**config.mk**
```make
export PLATFORM = sky130hd
export DESIGN_NAME = sos_sequencer_flat
export DESIGN_NICKNAME = d
export VERILOG_FILES = /design/src/rtl/sos_sequencer_if.sv /design/src/rtl/sos_sequencer.sv /design/src/flat_wrapper.sv
export SDC_FILE = /design/constraint.sdc
export NUM_CORES = 1
export LEC_CHECK = 0
export CAP_MARGIN = 20
export CORE_UTILIZATION = 50
export CTS_BUF_LIST = sky130_fd_sc_hd__clkbuf_4 sky130_fd_sc_hd__clkbuf_8
export CTS_CLUSTER_DIAMETER = 100
export DETAILED_ROUTE_END_ITERATION = 16
export GPL_TIMING_DRIVEN = 0
export PLACE_DENSITY = 0.77
export SKIP_LAST_GASP = 1
export SLEW_MARGIN = 30
export SYNTH_ARGS = -nofsm -noshare
export SYNTH_HDL_FRONTEND = slang
export SYNTH_SLANG_ARGS = --single-unit
```
**constraint.sdc**
```tcl
create_clock -name clk -period 1.95 [get_ports clk]
set_input_delay 0.39 -clock clk [delete_from_list [all_inputs] [get_ports clk]]
set_output_delay 0.39 -clock clk [all_outputs]
set_load 0.02 [all_outputs]
```
**src/rtl/sos_sequencer_if.sv**
```systemverilog
// Symbol/status bundle between the SOS letter sequencer and its environment.
// master drives enable and symbol pulses; slave is the sequencer itself.
interface sos_sequencer_if #(
  parameter int CNT_W = 4
);
  logic             en;
  logic             dot_is;
  logic             dash_is;
  logic             sos_found;
  logic             err;
  logic             tmo;
  logic [1:0]       state;
  logic [CNT_W-1:0] sym_cnt;

  modport master (
    output en, dot_is, dash_is,
    input  sos_found, err, tmo, state, sym_cnt
  );

  modport slave (
    input  en, dot_is, dash_is,
    output sos_found, err, tmo, state, sym_cnt
  );
endinterface

```
**src/rtl/sos_sequencer.sv**
```systemverilog
// Letter-level S-O-S sequencer driven by dot/dash pulses, with inter-symbol timeout.
// Optional macro SOS_OVERLAP_EN: the closing S of one SOS also opens the next one.
module sos_sequencer #(
  parameter int N_DOT   = 3,
  parameter int N_DASH  = 3,
  parameter int TIMEOUT = 32,
  parameter int CNT_W   = 4,
  parameter int TMO_W   = 6
) (
  input logic                  clk,
  input logic                  rst,
  sos_sequencer_if.slave       bus
);

  typedef enum logic [1:0] {
    ST_IDLE = 2'd0,
    ST_S1   = 2'd1,
    ST_O    = 2'd2,
    ST_S2   = 2'd3
  } state_t;

  // A dot that opens a new S lands directly in O when one dot already makes an S.
  localparam state_t           START_ST  = (N_DOT == 1) ? ST_O : ST_S1;
  localparam logic [CNT_W-1:0] START_CNT = (N_DOT == 1) ? '0 : CNT_W'(1);
  localparam logic [CNT_W-1:0] DOT_LAST  = CNT_W'(N_DOT - 1);
  localparam logic [CNT_W-1:0] DASH_LAST = CNT_W'(N_DASH - 1);
  localparam logic [TMO_W-1:0] TMO_LAST  = TMO_W'(TIMEOUT - 1);

`ifdef SOS_OVERLAP_EN
  localparam state_t AFTER_FOUND = ST_O;
`else
  localparam state_t AFTER_FOUND = ST_IDLE;
`endif

  state_t           state_q, state_d;
  logic [CNT_W-1:0] cnt_q, cnt_d;
  logic [TMO_W-1:0] tmo_cnt_q, tmo_cnt_d;
  logic             found_q, found_d;
  logic             err_q, err_d;
  logic             tmo_q, tmo_d;

  logic dot, dash;
  assign dot  = bus.dot_is;
  assign dash = bus.dash_is;

  always_ff @(posedge clk or posedge rst) begin
    if (rst) begin
      state_q   <= ST_IDLE;
      cnt_q     <= '0;
      tmo_cnt_q <= '0;
      found_q   <= 1'b0;
      err_q     <= 1'b0;
      tmo_q     <= 1'b0;
    end else begin
      state_q   <= state_d;
      cnt_q     <= cnt_d;
      tmo_cnt_q <= tmo_cnt_d;
      found_q   <= found_d;
      err_q     <= err_d;
      tmo_q     <= tmo_d;
    end
  end

  always_comb begin
    state_d   = state_q;
    cnt_d     = cnt_q;
    tmo_cnt_d = tmo_cnt_q;
    found_d   = 1'b0;
    err_d     = 1'b0;
    tmo_d     = 1'b0;

    if (!bus.en) begin
      state_d   = ST_IDLE;
      cnt_d     = '0;
      tmo_cnt_d = '0;
    end else if (state_q == ST_IDLE) begin
      tmo_cnt_d = '0;
      if (dot && !dash) begin
        state_d = START_ST;
        cnt_d   = START_CNT;
      end
    end else if (dot && dash) begin
      state_d   = ST_IDLE;
      cnt_d     = '0;
      tmo_cnt_d = '0;
      err_d     = 1'b1;
    end else if (dot || dash) begin
      // Any symbol inside a pattern restarts the inter-symbol timer, even on its expiry cycle.
      tmo_cnt_d = '0;
      case (state_q)
        ST_S1: begin
          if (dot) begin
            if (cnt_q == DOT_LAST) begin
              state_d = ST_O;
              cnt_d   = '0;
            end else begin
              cnt_d = cnt_q + 1'b1;
            end
          end else begin
            state_d = ST_IDLE;
            cnt_d   = '0;
            err_d   = 1'b1;
          end
        end
        ST_O: begin
          if (dash) begin
            if (cnt_q == DASH_LAST) begin
              state_d = ST_S2;
              cnt_d   = '0;
            end else begin
              cnt_d = cnt_q + 1'b1;
            end
          end else begin
            state_d = START_ST;
            cnt_d   = START_CNT;
          end
        end
        ST_S2: begin
          if (dot) begin
            if (cnt_q == DOT_LAST) begin
              state_d = AFTER_FOUND;
              cnt_d   = '0;
              found_d = 1'b1;
            end else begin
              cnt_d = cnt_q + 1'b1;
            end
          end else begin
            state_d = ST_IDLE;
            cnt_d   = '0;
            err_d   = 1'b1;
          end
        end
        default: begin
          state_d = ST_IDLE;
          cnt_d   = '0;
        end
      endcase
    end else if (tmo_cnt_q == TMO_LAST) begin
      state_d   = ST_IDLE;
      cnt_d     = '0;
      tmo_cnt_d = '0;
      err_d     = 1'b1;
      tmo_d     = 1'b1;
    end else begin
      tmo_cnt_d = tmo_cnt_q + 1'b1;
    end
  end

  assign bus.sos_found = found_q;
  assign bus.err       = err_q;
  assign bus.tmo       = tmo_q;
  assign bus.state     = state_q;
  assign bus.sym_cnt   = cnt_q;

endmodule

```
**src/flat_wrapper.sv**
```systemverilog
// flat-port wrapper written by rule: the top's interface ports become plain ports
module sos_sequencer_flat 
#(
  parameter int N_DOT   = 3,
  parameter int N_DASH  = 3,
  parameter int TIMEOUT = 32,
  parameter int CNT_W   = 4,
  parameter int TMO_W   = 6
)
  (clk, rst, bus_en, bus_dot_is, bus_dash_is, bus_sos_found, bus_err, bus_tmo, bus_state, bus_sym_cnt);
  sos_sequencer_if #(.CNT_W(CNT_W)) bus_i ();
  input logic clk;
  input logic rst;
  input wire logic [$bits(bus_i.en)-1:0] bus_en;
  input wire logic [$bits(bus_i.dot_is)-1:0] bus_dot_is;
  input wire logic [$bits(bus_i.dash_is)-1:0] bus_dash_is;
  output wire logic [$bits(bus_i.sos_found)-1:0] bus_sos_found;
  output wire logic [$bits(bus_i.err)-1:0] bus_err;
  output wire logic [$bits(bus_i.tmo)-1:0] bus_tmo;
  output wire logic [$bits(bus_i.state)-1:0] bus_state;
  output wire logic [$bits(bus_i.sym_cnt)-1:0] bus_sym_cnt;
  assign bus_i.en = bus_en;
  assign bus_i.dot_is = bus_dot_is;
  assign bus_i.dash_is = bus_dash_is;
  assign bus_sos_found = bus_i.sos_found;
  assign bus_err = bus_i.err;
  assign bus_tmo = bus_i.tmo;
  assign bus_state = bus_i.state;
  assign bus_sym_cnt = bus_i.sym_cnt;
  sos_sequencer #(.N_DOT(N_DOT), .N_DASH(N_DASH), .TIMEOUT(TIMEOUT), .CNT_W(CNT_W), .TMO_W(TMO_W)) u_core (.clk(clk), .rst(rst), .bus(bus_i));
endmodule
```
# Word level (Yosys, flattened, before mapping)
# Cells that the tools add are included.
# W data, S select, Z words.
[op_classes] add_sub_neg=2 n_reduce_logical=8 n_eq_ne=10 n_mux=46
[op_table] cell="$mux W4" n=9
[op_table] cell="$mux W6" n=5
[op_table] cell="$mux W2" n=12
[op_table] cell="$ne A7 B5 Y1 const B" n=3
[op_table] cell="$mux W1" n=18
[op_table] cell="$pmux W4 S2" n=1
[op_table] cell="$add A6 B1 Y6 const B" n=1
[op_table] cell="$eq A6 B5 Y1 const B" n=1
[op_table] cell="$pmux W2 S3" n=1
[op_table] cell="$ne A5 B1 Y1 const B" n=1
[op_table] cell="$reduce_and A5 Y1" n=1
[op_table] cell="$add A4 B1 Y4 const B" n=1
[op_table] cell="$eq A2 B2 Y1 const B" n=2
[op_table] cell="$eq A4 B2 Y1 const B" n=1
[op_table] cell="$ne A3 B3 Y1 const B" n=1
[op_table] cell="$eq A2 B1 Y1 const B" n=1
[op_table] cell="$logic_and A1 B1 Y1" n=2
[op_table] cell="$logic_not A2 Y1" n=1
[op_table] cell="$reduce_and A2 Y1" n=1
[op_table] cell="$reduce_or A2 Y1" n=1
[op_table] cell="$logic_not A1 Y1" n=1
[op_table] cell="$logic_or A1 B1 Y1" n=1
[word_totals] in_bits=5 regBits=15 output_inout_bits=9 word_cells=72

# Logic depth before layout (Yosys ltp)
[depth] word_depth=8 depth_mapped=6 mapped_depth_nobuf=6

# Least setup slack after synthesis
# Ideal clock, no wire load.
[synth_timing] path_kind="register -> register" from="register u_core.state_q[0], in the netlist u_core.bus.state[0]" to="register u_core.cnt_q[2], in the netlist u_core.bus.sym_cnt[2]" stages_incl_launch_ff=7 required_ns=1.872 n_path_buf=0 arrival_time_ns=2.156 path_slack_ns=-0.284 path_cell_list="dfrtp_1 > inv_1 > ha_1 > or4b_4 > a211o_1 > or3b_1 > o2bb2ai_1"
[synth_between] elab_chain_cells=7 word_cells_on_any_way=13 cone_classes="eq/ne: 5; mux: 5; reduce/logical: 3"
[synth_rtl] item="start, declared" line_no="sos_sequencer.sv:35" text="state_t state_q, state_d;"
[synth_rtl] item="start signal, assigned" line_no="sos_sequencer.sv:55" text="state_q <= state_d;"
[synth_rtl] item="$eq A2 B1 Y1 or $eq A2 B2 Y1 (tied branches)" line_no="sos_sequencer.sv:90" text="case (state_q)"
[synth_rtl] item="$reduce_or A2 Y1 (no line)"
[synth_rtl] item="$pmux W4 S2" line_no="sos_sequencer.sv:90"
[synth_rtl] item="$mux W4" line_no="sos_sequencer.sv:87" text="end else if (dot || dash) begin"
[synth_rtl] item="$mux W4" line_no="sos_sequencer.sv:82" text="end else if (dot && dash) begin"
[synth_rtl] item="$mux W4" line_no="sos_sequencer.sv:76" text="end else if (state_q == ST_IDLE) begin"
[synth_rtl] item="$mux W4" line_no="sos_sequencer.sv:72" text="if (!bus.en) begin"
[synth_rtl] item="end signal, assigned" line_no="sos_sequencer.sv:56" text="cnt_q <= cnt_d;"
[synth_rtl] item="end, declared" line_no="sos_sequencer.sv:36" text="logic [CNT_W-1:0] cnt_q, cnt_d;"
# Several ways; a longest one is shown, not always the timed one.
# A chain may end at the register's enable or synchronous reset.

# Final worst setup path
# Ends and elaborated chain as after synthesis.

==> flow_summary.yaml <==
sta:
  rsz0062_at_grt: "yes"
  final-max-slew-violation-count: 0
  timing.final.crit_share_pct: 101
  setup_violations: 1
  worstMarginPinSlew_ps: 569
  final.setup.worst_slack_ps: -15.4
  relSlewSlack_pct: 62.0
  final_period_minus_worst_setup_slack_ps: 1970
  worst_clock_skew_ps: 10.0
  hold_violations: 0
  fmax_mhz: 509
  timing.hold.ws_ps: 443
power_and_ir_drop:
  p_leak_nw: 0.550
  p_per_area_nw_per_um2: 719
  peakVddDrop_mv: 0.564
  total_power_mw: 0.895
synth:
  synthesis.area_per_instance_um2: 9.85
  count_of_state_elements_after_synthesis: 15
  yosys.area.top_type_share_pct: 38.1
  synthesis.nets: 117
  number_of_synthesized_flops_with_an_enable_pin: 0
  sequential_cell_area_fraction_in_the_yosys_report_pct: 38.1
  netlist_top_cells_area: "sky130_fd_sc_hd__dfrtp_1 (38%), sky130_fd_sc_hd__ha_1 (15%), sky130_fd_sc_hd__nor2_1 (4.6%), sky130_fd_sc_hd__inv_1 (3.8%), sky130_fd_sc_hd__nand2_1 (3.0%)"
  post_synthesis_cell_type_with_the_largest_combined_area: "sky130_fd_sc_hd__dfrtp_1"
  synthesis.area_um2: 985
  postSynth.asyncResetShare_pct: 100
  yosys_warns: 0
  yosysUniqueCellTypes: 35
  postSynth.topFlopCell: "sky130_fd_sc_hd__dfrtp_1"
  synthesis.instances: 100
cells_and_area:
  area.growth.synth_to_final_pct: 26.3
  finish.net_count: 139
  leading_cell_types_in_the_layout_fill_and_taps_excluded: "sky130_fd_sc_hd__dfrtp_1 (13), sky130_fd_sc_hd__nor2_1 (12), sky130_fd_sc_hd__clkdlybuf4s50_1 (10)"
  layout.cells.most_common: "sky130_fd_sc_hd__dfrtp_1"
  ff_latch_area_um2: 378
  share_of_layout_cells_above_drive_strength_1_pct: 20.7
  antenna-diode-count: 0
  multiInputGateArea_um2: 612
  finalCoreUtilization_pct: 69.8
  fillers: 146
  post_layout_instance_count_excluding_filler_cells: 146
global_routing:
  via_count_of_the_first_global_routing_pass: 803
  globalRouteTotalUtil_pct: 23.8
  globalRoute.totalOverflow: 0
  grt_start_max_net_pins: 16
  grt_antenna_before_repair: 0
  grt_pass1_wl_um: 3570
clocking:
  root_buffer: "sky130_fd_sc_hd__clkbuf_4"
  cts.reportedPaths.clkPinSlew_ps: 100
  numClockSinks: 15
  htree_levels: 1
  clk-insertion-delay-late_ps: 290
  hold_buffers: 0
  cts_buffers: 3
  tritoncts: "done"
  cts.path.max_buffers: 2
floorplanning:
  num_rows: 15
  dieArea_um2: 2150
  core_region_area_um2: 1780
  start_util_pct: 55.2
  die_w_um: 46.4
  die-height_um: 46.4
  design.portCount: 14
critical_path:
  timing.critical_path.from: "u_core.bus.state[0]"
  r2r_start: "u_core.bus.state[0]"
  cp-end-kind: "register"
  cell_depth_of_the_worst_flop_to_flop_path: 6
  cp.required_ps: 2170
  cp_max_fo: 5
  crit_arrival_ps: 2180
  rrSetupSlack_ps: -20
  cp-start-kind: "register"
  crit-reg2reg-capture: "u_core.bus.sym_cnt[2]"
  timing.setup.critical_path_class: "register to register"
  crit_end: "u_core.bus.sym_cnt[2]"
min_path:
  hold_wc_path_type: "primary input to asynchronous set/reset pin"
routing:
  routed_wl_um: 2090
  route.detailed.vias_per_inst: 5.78
  post_drt_wl_per_cell_um: 14.3
  dr.first_iter.drc_count: 15
  routed-via-count: 844
  detail_route.drc_violations: 0
  route.antenna.remaining_nets: 0
  drt_pass1_iterations: 4
placed_design:
  io_buffer_count: 13
  placed_cells: 138
  place.gp.congestion: 0.790
  half_perimeter_wire_length_after_detailed_placement_um: 1510
status:
  outcome: "complete, but fails checks"
  violations: "setup timing"
flow_run:
  cap_viol_max_count: 0
layout make-up:
cell class,instances,share of cell area (%)
multi-input combinational,75,49.2
tap,25,2.52
timing repair buffer,17,12.5
clock buffer,3,1.81
sequential,15,30.4
inverter,10,3.22
clock inverter,1,0.402
logic make-up after synthesis:
| group | share of synthesized area [%] |
|---|---|
| AO/OA/AOI/OAI | 12.6 |
| XOR/XNOR | 3.56 |
| adder cells (fa/ha/maj) | 15.2 |
| buffers and inverters | 3.81 |
| flip-flops | 38.1 |
| multiplexers | 4.32 |
| AND/OR/NAND/NOR | 22.4 |
cell usage after synthesis (2+ instances only):
| library cell | n |
|---|---|
| sky130_fd_sc_hd__dfrtp_1 | 15 |
| sky130_fd_sc_hd__ha_1 | 12 |
| sky130_fd_sc_hd__nor2_1 | 12 |
| sky130_fd_sc_hd__inv_1 | 10 |
| sky130_fd_sc_hd__nand2_1 | 8 |
| sky130_fd_sc_hd__a211oi_1 | 3 |
| sky130_fd_sc_hd__nand3_1 | 3 |
| sky130_fd_sc_hd__a211o_1 | 2 |
| sky130_fd_sc_hd__mux2_1 | 2 |
| sky130_fd_sc_hd__mux2i_1 | 2 |
| sky130_fd_sc_hd__nand2b_1 | 2 |
| sky130_fd_sc_hd__nand3b_1 | 2 |
| sky130_fd_sc_hd__nor3b_1 | 2 |
| sky130_fd_sc_hd__o221ai_1 | 2 |
| sky130_fd_sc_hd__xnor2_1 | 2 |
| sky130_fd_sc_hd__xor2_1 | 2 |
sequential cells by signal, summed over array words and instances (netlist names):
register / count
u_core.bus.sym_cnt: 4
u_core.bus.err: 1
u_core.tmo_cnt_q: 6
u_core.bus.tmo: 1
u_core.bus.state: 2
u_core.bus.sos_found: 1
worst max-delay path: stages, from the launching register on:
cell and delay (ps):
sky130_fd_sc_hd__dfrtp_2 400, sky130_fd_sc_hd__inv_4 50, sky130_fd_sc_hd__ha_4 170, sky130_fd_sc_hd__or4b_4 510, sky130_fd_sc_hd__a211o_1 280, sky130_fd_sc_hd__or3b_1 360, sky130_fd_sc_hd__o2bb2ai_1 120
how the worst min path moves through the flow:
stage,cells after the start,to,from
after floorplan,1,u_core.bus.err,rst
after global placement,1,u_core.tmo_cnt_q[0],u_core.tmo_cnt_q[0]
after detailed placement,1,u_core.tmo_cnt_q[0],u_core.tmo_cnt_q[0]
after CTS,3,u_core.bus.sos_found,bus_dot_is
after global routing,3,u_core.bus.sos_found,bus_dot_is
final,2,u_core.bus.sym_cnt[1],rst
timing repair:
item	4_1_cts	5_1_grt
resized for setup	11	4
buffers inserted	3	1
endpoints found under the setup margin	7	4
pin swaps	1	2
per-stage QoR:
| stage | TNS, ps | cell area (um2) | worst slack [ps] |
|---|---|---|---|
| 2_1_floorplan | -54.9 | 1010 | -54.9 |
| 3_3_place_gp | -3500 | 1170 | -790 |
| 3_5_place_dp | -3750 | 1170 | -824 |
| 4_1_cts | -63.8 | 1220 | -62.5 |
| 5_1_grt | -114 | 1240 | -72.6 |
| 6_report | -15.4 | 1240 | -15.4 |
power breakdown:
part | internal [mW] | switching [mW] | total (mW)
Combinational | 0.165 | 0.184 | 0.349
Sequential | 0.334 | 0.0254 | 0.359
Clock | 0.0764 | 0.110 | 0.186
routing by layer:
layer / wire length [um] / GRT usage, %
met5: 0 / 0
met4: 36 / 10.0
met3: 57 / 3.92
met2: 1060 / 40.6
met1: 940 / 29.2
(Power assumes the default switching activity.)
